## src/rtl/input_conditioner.sv

```systemverilog
// Synchronises, debounces and edge-detects the DE-board KEY/SW pins for the
// platform PIOs, with optional auto-repeat on held buttons.
module input_conditioner #(
  parameter int N_BUTTONS         = 2,
  parameter int N_SWITCHES        = 10,
  parameter int DEBOUNCE_CYCLES   = 500000,
  parameter int BUTTON_ACTIVE_LOW = 1,
  parameter int REPEAT_DELAY      = 25000000,
  parameter int REPEAT_PERIOD     = 5000000,
  parameter int REPEAT_EN         = 0
) (
  input  logic                  clk_clk,
  input  logic                  reset_reset_n,
  input  logic [N_BUTTONS-1:0]  button_raw,
  input  logic [N_SWITCHES-1:0] switch_raw,
  output logic [N_BUTTONS-1:0]  button_level,
  output logic [N_SWITCHES-1:0] switch_level,
  output logic [N_BUTTONS-1:0]  button_press,
  output logic [N_BUTTONS-1:0]  button_release,
  output logic                  switch_changed
);

  localparam int N_BITS = N_BUTTONS + N_SWITCHES;
  localparam int CW     = $clog2(DEBOUNCE_CYCLES);
  localparam logic [CW-1:0] CNT_LAST = CW'(DEBOUNCE_CYCLES - 1);

  localparam int R_MAX = (REPEAT_DELAY > REPEAT_PERIOD) ? REPEAT_DELAY : REPEAT_PERIOD;
  localparam int RW    = (R_MAX > 1) ? $clog2(R_MAX) : 1;
  localparam logic [RW-1:0] DELAY_LAST  = RW'(REPEAT_DELAY - 1);
  localparam logic [RW-1:0] PERIOD_LAST = RW'(REPEAT_PERIOD - 1);

  typedef enum logic [1:0] {
    RPT_IDLE   = 2'd0,
    RPT_DELAY  = 2'd1,
    RPT_REPEAT = 2'd2
  } rpt_state_e;

  logic [N_BUTTONS-1:0] btn_active;
  logic [N_BITS-1:0]    raw_all;
  logic [N_BITS-1:0]    meta_q;
  logic [N_BITS-1:0]    sync_q;
  logic [N_BITS-1:0]    stable;
  logic [N_BITS-1:0]    accept;

  logic [N_BUTTONS-1:0] press_acc;
  logic [N_BUTTONS-1:0] release_acc;
  logic [N_BUTTONS-1:0] rpt_pulse;

  logic [N_BUTTONS-1:0] press_q,   press_d;
  logic [N_BUTTONS-1:0] release_q, release_d;
  logic                 changed_q, changed_d;

  assign btn_active = (BUTTON_ACTIVE_LOW != 0) ? ~button_raw : button_raw;
  assign raw_all    = {switch_raw, btn_active};

  always_ff @(posedge clk_clk or negedge reset_reset_n) begin
    if (!reset_reset_n) begin
      meta_q <= '0;
      sync_q <= '0;
    end else begin
      meta_q <= raw_all;
      sync_q <= meta_q;
    end
  end

  // Each bit owns its counter; any return to the stable level discards the run.
  for (genvar i = 0; i < N_BITS; i++) begin : g_deb
    logic [CW-1:0] cnt_q, cnt_d;
    logic          stable_q, stable_d;
    logic          hit;

    always_comb begin
      cnt_d    = cnt_q;
      stable_d = stable_q;
      hit      = 1'b0;
      if (sync_q[i] == stable_q) begin
        cnt_d = '0;
      end else if (cnt_q == CNT_LAST) begin
        stable_d = sync_q[i];
        cnt_d    = '0;
        hit      = 1'b1;
      end else begin
        cnt_d = cnt_q + 1'b1;
      end
    end

    always_ff @(posedge clk_clk or negedge reset_reset_n) begin
      if (!reset_reset_n) begin
        cnt_q    <= '0;
        stable_q <= 1'b0;
      end else begin
        cnt_q    <= cnt_d;
        stable_q <= stable_d;
      end
    end

    assign stable[i] = stable_q;
    assign accept[i] = hit;
  end

  assign press_acc   = accept[N_BUTTONS-1:0] &  sync_q[N_BUTTONS-1:0];
  assign release_acc = accept[N_BUTTONS-1:0] & ~sync_q[N_BUTTONS-1:0];

  // An accepted release wins over a repeat that would land on the same edge.
  for (genvar b = 0; b < N_BUTTONS; b++) begin : g_rpt
    rpt_state_e    state_q, state_d;
    logic [RW-1:0] r_q, r_d;
    logic          pulse;

    always_comb begin
      state_d = state_q;
      r_d     = r_q;
      pulse   = 1'b0;
      case (state_q)
        RPT_IDLE: begin
          if (press_acc[b]) begin
            state_d = RPT_DELAY;
            r_d     = '0;
          end
        end
        RPT_DELAY: begin
          if (release_acc[b]) begin
            state_d = RPT_IDLE;
            r_d     = '0;
          end else if (r_q == DELAY_LAST) begin
            state_d = RPT_REPEAT;
            r_d     = '0;
            pulse   = 1'b1;
          end else begin
            r_d = r_q + 1'b1;
          end
        end
        RPT_REPEAT: begin
          if (release_acc[b]) begin
            state_d = RPT_IDLE;
            r_d     = '0;
          end else if (r_q == PERIOD_LAST) begin
            r_d   = '0;
            pulse = 1'b1;
          end else begin
            r_d = r_q + 1'b1;
          end
        end
        default: begin
          state_d = RPT_IDLE;
          r_d     = '0;
        end
      endcase
      if (REPEAT_EN == 0) begin
        state_d = RPT_IDLE;
        r_d     = '0;
        pulse   = 1'b0;
      end
    end

    always_ff @(posedge clk_clk or negedge reset_reset_n) begin
      if (!reset_reset_n) begin
        state_q <= RPT_IDLE;
        r_q     <= '0;
      end else begin
        state_q <= state_d;
        r_q     <= r_d;
      end
    end

    assign rpt_pulse[b] = pulse;
  end

  always_comb begin
    press_d   = press_acc | rpt_pulse;
    release_d = release_acc;
    changed_d = |accept[N_BITS-1:N_BUTTONS];
  end

  always_ff @(posedge clk_clk or negedge reset_reset_n) begin
    if (!reset_reset_n) begin
      press_q   <= '0;
      release_q <= '0;
      changed_q <= 1'b0;
    end else begin
      press_q   <= press_d;
      release_q <= release_d;
      changed_q <= changed_d;
    end
  end

  assign button_level   = stable[N_BUTTONS-1:0];
  assign switch_level   = stable[N_BITS-1:N_BUTTONS];
  assign button_press   = press_q;
  assign button_release = release_q;
  assign switch_changed = changed_q;

endmodule

```

## config.mk

```make
export PLATFORM = sky130hd
export DESIGN_NAME = input_conditioner
export DESIGN_NICKNAME = d
export VERILOG_FILES = /design/src/rtl/input_conditioner.sv
export SDC_FILE = /design/constraint.sdc
export NUM_CORES = 1
export LEC_CHECK = 0
export CAP_MARGIN = 25
export CORE_MARGIN = 2
export CORE_UTILIZATION = 45
export CTS_CLUSTER_DIAMETER = 80
export DETAILED_ROUTE_END_ITERATION = 10
export SYNTH_ARGS = -nofsm -noshare
export SYNTH_HDL_FRONTEND = slang
export SYNTH_SLANG_ARGS = --single-unit
```

## constraint.sdc

```tcl
create_clock -name clk_clk -period 6 [get_ports clk_clk]
set_clock_uncertainty 0.05 [all_clocks]
set_input_delay 0.6 -clock clk_clk [delete_from_list [all_inputs] [get_ports clk_clk]]
set_output_delay 0.6 -clock clk_clk [all_outputs]
set_load 0.005 [all_outputs]
```

==> impl_metrics.csv, run 1 <==
group,metric,value,unit
setup_path,crit_path_start_kind,"register",
power,peakVddDrop,211,uV
logic_synthesis,synthAdderAreaFrac,1.22,%
power,power_density,267,nW/um^2
detailed_routing,drt_iter0_markers,494,
clock_network,path_clk_slew,0.06,ns
global_route,grt_start_max_net_pins,179,
sta,hold-worst-slack,-0.0196,ns
logic_synthesis,synth_edf_count,0,
logic_synthesis,synth_cells,1206,
hold_path,hold_class,"input port to asynchronous set/reset pin",
logic_synthesis,synth_top_family_by_area,"simple AND/OR/NAND/NOR gates",
layout,diodes,0,
clock_network,cts_num_sinks,269,
setup_path,path_max_fanout,18,
clock_network,cts_hold_buf,0,
logic_synthesis,yosysMostFrequentCell,"dfrtp_1",
layout,fin_nets,1259,
logic_synthesis,async_flop_share,100,%
logic_synthesis,ys_seq_area_share,54.6,%
detailed_routing,via_per_inst,5.08,
layout,multi_input_area,5260,um^2
placed_design,dp_hpwl,13.5,mm
sta,min_period_over_period,44.0,%
floorplan,core_area,27000,um^2
setup_path,crit_path_frequent_cell,"or4_1",
sta,slew_viol_final,0,
logic_synthesis,synthMuxAreaShare,1.10,%
layout,drive_gt1_share,5.34,%
detailed_routing,wl,21.2,mm
clock_network,cts_tree,"built",
setup_path,path_cells,"or4_1 > or4_1 > nor4_2 > nand2b_1 > nor2_1",
clock_network,cts_setup_buffers,0,
logic_synthesis,synth_xor_area_share,15.3,%
outcome,failed_checks,"negative hold slack",
power,p_leak,5.95,nW
detailed_routing,ant_nets,0,
layout,ff_latch_area,6730,um^2
logic_synthesis,synth_ff_type,"dfrtp_1",
floorplan,die_w,170,um
logic_synthesis,yosysWarningCount,0,
logic_synthesis,syn_area_per_cell,10.2,um^2
detailed_routing,drc_errors,0,
floorplan,initial_utilization,45.7,%
logic_synthesis,syn_nets,1232,
logic_synthesis,synthSimpleGateAreaFrac,24.8,%
logic_synthesis,ys_types,39,
run,cap_violations,0,
clock_network,cts_root_buf,"clkbuf_16",
global_route,grt_util_all_layers,15.3,%
clock_network,max-clock-path-buffers,3,
setup_path,slowest_delay,0.60,ns
global_route,grt_pass1_wl,37.7,mm
layout,fin_util,51.2,%
floorplan,fp.dieH,170,um
placed_design,io_buffers,30,
sta,fmax,379,MHz
sta,period_needed,2.64,ns
setup_path,arrival,2.99,ns
outcome,outcome,"finished, violations left",
sta,rsz0062_at_grt,"false",
sta,setup_violations,0,
logic_synthesis,synth_top_area_share,54.6,%
global_route,gr-total-overflow,0,
logic_synthesis,ys_top_cells_by_area,"dfrtp_1, xor2_1, nor2_1",
clock_network,cts_resized,0,
clock_network,numCtsBuffers,31,
layout,syn_to_final_growth,11.9,%
global_route,first_global_vias,8129,
sta,hold_viol_final,7,
logic_synthesis,ys_top_cells_by_count,"dfrtp_1, nor2_1, xor2_1, xnor2_1, nand3_1",
detailed_routing,vias,8096,
logic_synthesis,syn-cell-area,12300,um^2
sta,slew_headroom,34.8,%
detailed_routing,first_pass_iters,6,
layout,nFillCells,2413,
clock_network,insertion_delay,0.55,ns
floorplan,rows,60,
sta,finalSetupTns,0,ns
setup_path,r2r_setup_slack,3.36,ns
logic_synthesis,synth-seq-cells,269,
logic_synthesis,synth_top_area_cell,"dfrtp_1",
setup_path,critPathSlowestCell,"nand2b_1",
setup_path,worstSetupPathType,"register to register",
clock_network,htreeDepth,1,
detailed_routing,routedWlPerCell,13.3,um
setup_path,cp.required,6.35,ns
placed_design,globalplace.congestion,0.788,
setup_path,end_kind,"register",
floorplan,die_area,28700,um^2
logic_synthesis,synth_compound_area_share,0.213,%
sta,worst_pin_slew,0.978,ns
floorplan,io_pins,31,
power,finalPower,0.00369,W
global_route,antenna_found_initial,0,
## logic make-up (layout without fill, tap and decap cells)
| group | count (synthesis) | count (layout) |
|---|---|---|
| mux | 12 | 12 |
| fa+ha+maj | 12 | 12 |
| compound gates | 4 | 4 |
| simple gates | 623 | 623 |
| buf+inv | 70 | 118 |
| xor+xnor | 216 | 216 |
| flops | 269 | 269 |
## placed cells by master (no fill, tap or decap), types with 11 or more instances in the layout
master / n
inv_1: 33
nor2_1: 262
and3_1: 33
nand2_1: 65
nor4b_1: 13
nor3_1: 30
dfrtp_1: 269
xor2_1: 124
and4_1: 14
nand3_1: 83
xnor2_1: 92
nand4_1: 58
nor4_1: 23
ha_1: 12
clkdlybuf4s50_1: 29
clkbuf_16: 31
clkbuf_1: 11
mux2_2: 12
## through the flow
stage	instance area (um^2)	setup WS [ns]	cells	hold slack (ns)
2_1_floorplan	12300	3.80	1206	0.254
3_3_place_gp	12900	3.40	1541	0.283
3_5_place_dp	12900	3.36	1541	0.285
4_1_cts	13800	3.34	1595	0.0222
5_1_grt	13800	3.23	1595	0.0610
6_report	13800	3.36	1595	-0.0196
## power breakdown
group | internal (W) | switching [W]
Clock | 0.00101 | 0.000704
Sequential | 0.00184 | 0.0000244
Combinational | 0.0000329 | 0.0000785
## final cells by class
cell class                      instances  share of cell area (%)
Inverter                               33                   0.898
Sequential cell                       269                    48.8
Clock inverter                          7                   0.281
Timing Repair Buffer                   31                    2.36
Tap cell                              341                    3.09
Multi-Input combinational cell        867                    38.1
Clock buffer                           47                    6.42
## state kept, by name, indices dropped and copies added (netlist names)
name            flops
switch_changed      1
meta_q             12
g_deb.cnt_q       228
button_press        2
sync_q             12
button_release      2
g_deb.stable_q     12
## worst paths after layout
kind,from,to,depth (start not counted)
min,reset_reset_n,g_deb[10].cnt_q[9],1
max,g_deb[8].cnt_q[12],g_deb[8].cnt_q[6],5
max in group asynchronous,reset_reset_n,g_deb[9].cnt_q[9],2
min in group clk_clk,meta_q[3],sync_q[3],0
min reg2reg,meta_q[3],sync_q[3],0
max reg2reg,g_deb[8].cnt_q[12],g_deb[8].cnt_q[6],5
## layer usage
layer / GRT usage (%) / vias to the layer above / part of all wire, %
met5: 0 / - / 0
met4: 3.34 / 0 / 1.6
met3: 2.61 / 27 / 3.0
met2: 25.3 / 72 / 46
met1: 21.3 / 3915 / 49
li1: - / 4082 / -
## worst max-delay path: cells and delay by family, from the launching register on
family           cells  cell delay [ns]
and+or+nand+nor      5             2.02
DFF                  1             0.42
No activity file was read; power rests on OpenSTA's default activity.
==> run 2, diff against run 1 <==
==> constraint.sdc (replaced) <==
create_clock -name clk_clk -period 2.35 [get_ports clk_clk]
set_clock_uncertainty 0.05 [all_clocks]
set_input_delay 0.235 -clock clk_clk [delete_from_list [all_inputs] [get_ports clk_clk]]
set_output_delay 0.235 -clock clk_clk [all_outputs]
set_load 0.005 [all_outputs]
==> run 2 against run 1 <==
Against the previous run:
- the run now ends clean
- wire length is 0.20% lower
- global-route usage is 0.32 points higher
- final area grew 2.7%
- setup slack worse by 3.1 ns
- worst hold slack gained 0.097 ns
- die area is the same
- combinational power grew to 2.8 times the previous value
- core utilization up 1.4 points
- power grew to 2.7 times the previous value
- final cell count up 1.8%
- critical path depth rose by 1
- via count up 0.62%
- critical endpoint is now g_deb[8].cnt_q[5]
- largest power group unchanged
==> impl_metrics.csv, run 2 (same netlist as run 1, synthesis figures left out) <==
group,metric,value,unit
global_route,grt_pass1_wl,38.2,mm
placed_design,place_inst,1568,
layout,final_cell_mix,"dfrtp_1, nor2_1, xor2_1, xnor2_1, nand3_1",
setup_path,crit_path_frequent_cell,"or4_1",
sta,setup_violations,0,
setup_path,r2r_start,"g_deb[8].cnt_q[11]",
placed_design,dp_slack,0.0838,ns
floorplan,core_area,27000,um^2
power,power_density,694,nW/um^2
placed_design,dp_hpwl,13.8,mm
setup_path,path_cells,"or4_1 > or4_1 > nor4_4 > nand2b_1 > buf_12 > nor2_1",
hold_path,hold_depth,1,
sta,slew_headroom,58.2,%
layout,largest_register_ffs,228,
setup_path,slowest_delay,0.50,ns
floorplan,die_w,170,um
layout,fin_nets,1287,
setup_path,r2r-end,"g_deb[8].cnt_q[5]",
hold_path,min_to,"meta_q[11]",
layout,drive_gt1_share,8.03,%
placed_design,io_buffers,30,
power,peakVddDrop,570,uV
detailed_routing,first_pass_iters,4,
sta,rsz0062_at_grt,"false",
layout,syn_to_final_growth,15.0,%
detailed_routing,routedWlPerCell,13.0,um
setup_path,worstSetupPathType,"register to register",
run,cap_violations,0,
sta,fmax,468,MHz
sta,min_period_over_period,91.0,%
detailed_routing,drc_errors,0,
hold_path,hold_class,"input port to register",
setup_path,cp.required,2.74,ns
global_route,grt_util_all_layers,15.7,%
detailed_routing,via_per_inst,5.02,
sta,fin_ws,0.212,ns
detailed_routing,drt_iter0_markers,388,
placed_design,globalplace.congestion,0.798,
power,p_leak,6.18,nW
global_route,first_global_vias,8129,
global_route,antenna_found_initial,0,
clock_network,cts_root_buf,"clkbuf_16",
hold_path,holdCritStartpoint,"switch_raw[9]",
setup_path,crit_path_start_kind,"register",
sta,finalSetupTns,0,ns
setup_path,arrival,2.52,ns
clock_network,htreeDepth,1,
sta,hold_viol_final,0,
sta,worst_pin_slew,0.627,ns
clock_network,cts_tree,"built",
clock_network,cts_num_sinks,269,
sta,period_needed,2.14,ns
setup_path,reg2reg_depth,6,
setup_path,r2r_setup_slack,0.21,ns
setup_path,end_kind,"register",
layout,design_area,14200,um^2
layout,regMostFlops,"g_deb.cnt_q",
clock_network,path_clk_slew,0.06,ns
layout,stdcell_count,1624,
floorplan,io_pins,31,
clock_network,insertion_delay,0.55,ns
detailed_routing,wl,21.1,mm
sta,slew_viol_final,0,
setup_path,critPathSlowestCell,"or4_1",
global_route,grt_start_max_net_pins,80,
outcome,outcome,"finished clean",
floorplan,fp.dieH,170,um
layout,layout_commonest_cell,"dfrtp_1",
layout,diodes,0,
detailed_routing,vias,8146,
clock_network,max-clock-path-buffers,3,
layout,nFillCells,2406,
power,finalPower,0.00983,W
placed_design,placedInstanceArea,13100,um^2
setup_path,path_max_fanout,18,
detailed_routing,ant_nets,0,
floorplan,rows,60,
clock_network,cts_setup_buffers,0,
clock_network,numCtsBuffers,31,
floorplan,die_area,28700,um^2
floorplan,initial_utilization,45.7,%
global_route,gr-total-overflow,0,
[run 2: cell count changes in the layout (fill, tap and decap cells not counted), moves of 2 or more]
cell and delta:
buf_12 +4, buf_4 +23, bufinv_16 +2, clkbuf_1 -8, clkbuf_8 +4, clkinv_2 +2
[run 2: critical path, delay by kind of cell (launching register included)]
family / cells / cell delay, ns
AND/OR/NAND/NOR: 5 / 1.45
flip-flops: 1 / 0.38
buffers and inverters: 1 / 0.16
[run 2: metal layers]
| metal | up-vias | wire [um] | track usage [%] |
|---|---|---|---|
| li1 | 4141 | - | - |
| met3 | 33 | 447 | 2.38 |
| met2 | 54 | 9430 | 25.3 |
| met4 | 0 | 510 | 4.35 |
| met1 | 3918 | 10700 | 22.1 |
| met5 | - | 0 | 0 |
[run 2: worst max path at each step]
stage	startpoint	end	slack, ns	depth (start not counted)
after floorplan	g_deb[8].cnt_q[12]	g_deb[8].cnt_q[12]	0.15	7
after global placement	g_deb[8].cnt_q[11]	g_deb[8].cnt_q[11]	0.11	6
after detailed placement	g_deb[8].cnt_q[11]	g_deb[8].cnt_q[16]	0.08	6
after CTS	g_deb[8].cnt_q[11]	g_deb[8].cnt_q[11]	0.08	6
after global routing	g_deb[8].cnt_q[11]	g_deb[8].cnt_q[2]	0.07	6
final	g_deb[8].cnt_q[11]	g_deb[8].cnt_q[5]	0.21	6
[run 2: layout make-up]
cell class                      count  area [um^2]  share of cell area (%)
Tap cell                          341          427                    3.01
Inverter                           33          124                   0.874
Clock buffer                       43          911                    6.43
Sequential cell                   269         6730                    47.5
Timing Repair Buffer               59          588                    4.15
Clock inverter                     12          119                   0.839
Multi-Input combinational cell    867         5270                    37.2
[run 2: stage by stage]
step	util, %	hold WS, ns
after detailed placement	48.7	0.231
final	52.6	0.0776
after global placement	48.7	0.232
after global routing	52.6	0.0532
after CTS	52.5	0.0529
after floorplan	-	-0.111
[run 2: power by group]
part / switching, W / internal (W) / leakage (nW)
sequential: 0.0000608 / 0.00471 / 3.67
combinational: 0.000206 / 0.000109 / 1.99
clock: 0.00185 / 0.00290 / 0.516
[run 2: what timing repair did]
item,4_1_cts,5_1_grt
hold buffers,1,0
hold endpoints to repair,70,0
setup endpoints to repair,0,19
gates resized for setup,0,1
==> patch, RTL diff (config.mk and constraints of run 1) <==
`REPEAT_EN`: 0 -> 1.
--- a/src/rtl/input_conditioner.sv
+++ b/src/rtl/input_conditioner.sv
@@ -7,7 +7,7 @@
   parameter int BUTTON_ACTIVE_LOW = 1,
   parameter int REPEAT_DELAY      = 25000000,
   parameter int REPEAT_PERIOD     = 5000000,
-  parameter int REPEAT_EN         = 0
+  parameter int REPEAT_EN         = 1
 ) (
   input  logic                  clk_clk,
   input  logic                  reset_reset_n,
Check against the original RTL: no difference found for any inputs over 4 cycles, from zero or initial values and one cycle with reset_reset_n low; that may be too few to reach the edited logic, so the function may still have changed.
==> patch against run 1 <==
  * Synthesized area rose by 28%
  * Wire length rose by 38%
  * Sequential cell count rose by 54
  * Setup slack got worse by 0.37 ns
  * Global-route usage rose by 1.5 points
  * Count of clock-buffer cells in the layout rose by 10
  * Final area rose by 28%
  * Critical path depth rose by 1
  * Power rose by 25%
==> patch: results <==
set metrics [dict create \
    status "finished, final reports clean" \
    dr.first_iter.drc_count 671 \
    drt-total-wl_um 29300 \
    p_comb_mw 0.123 \
    pre_cts_ws_ns 3.01 \
    grt_pass1_vias 11100 \
    place_inst 2072 \
    worst_r2r_endpoint "g_rpt[0].r_q[22]" \
    drive_gt1_share_pct 5.81 \
    timing.critical_path.slowest_stage_cell "o41ai_2" \
    placed_area_um2 16400 \
    grt_max_degree 90 \
    wl_per_cell_um 13.7 \
    grt_pass1_wl_um 52100 \
    synth_area_leaders "dfrtp_1 51%, nor2_1 6.6%, xor2_1 6.0%" \
    crit_arrival_ns 3.40 \
    synth.distinct_cells 60 \
    cp_slowest_stage_delay_ns 0.82 \
    nNetsFinal 1692 \
    fin_crit_sh_pct 50.1 \
    place_hpwl_um 19200 \
    reg2regPathDepth 6 \
    drt_first_pass_iters 7 \
    numCtsBuffers 37 \
    path_max_fanout 19 \
    r2r_start "g_deb[0].cnt_q[6]" \
    switching_power_mw 0.980 \
    yosysSeqAreaShare_pct 51.4 \
]
## patch: layout make-up
class / instances / area [µm²]
multi-input combinational: 1213 / 7230
timing repair buffer: 39 / 404
clock inverter: 10 / 108
fill: 3183 / 16800
clock buffer: 57 / 1120
sequential: 323 / 8080
inverter: 44 / 165
tap: 455 / 569
## patch: cells by family (layout without fill, tap and decap cells)
family | count (synthesis) | after routing | synth area share (%)
and+or+nand+nor | 866 | 866 | 27.0
DFF | 323 | 323 | 51.4
xor gates and xnor gates | 205 | 205 | 11.4
AOI/OAI and AO/OA | 108 | 108 | 4.96
buffers and inverters | 96 | 150 | 2.64
adders and majority gates | 20 | 20 | 1.59
muxes | 14 | 14 | 0.987
## patch: worst min path at each step
stage             startpoint                 end  slack (ns)  cells past startpoint
2_1_floorplan  reset_reset_n     button_press[0]        0.25                      0
3_3_place_gp       meta_q[1]           sync_q[1]        0.28                      0
3_5_place_dp       meta_q[1]           sync_q[1]        0.28                      0
4_1_cts        reset_reset_n  g_deb[2].cnt_q[13]        0.05                      1
5_1_grt        reset_reset_n  g_deb[2].cnt_q[13]        0.09                      1
6_report       reset_reset_n  g_deb[2].cnt_q[13]        0.02                      1
## patch: critical path, delay by kind of cell, from the launching register on
family	cells	cell delay (ns)
compound gates	2	1.18
simple gates	4	1.28
flops	1	0.42
## patch: metal layers
metal | vias to the layer above | global-route usage, % | wire, µm | part of all wire (%)
met5 | - | 0 | 0 | 0
met2 | 121 | 26.7 | 12900 | 44
met3 | 42 | 2.64 | 975 | 3.3
met1 | 5460 | 24.2 | 14800 | 51
met4 | 0 | 4.20 | 507 | 1.7
li1 | 5665 | - | - | -
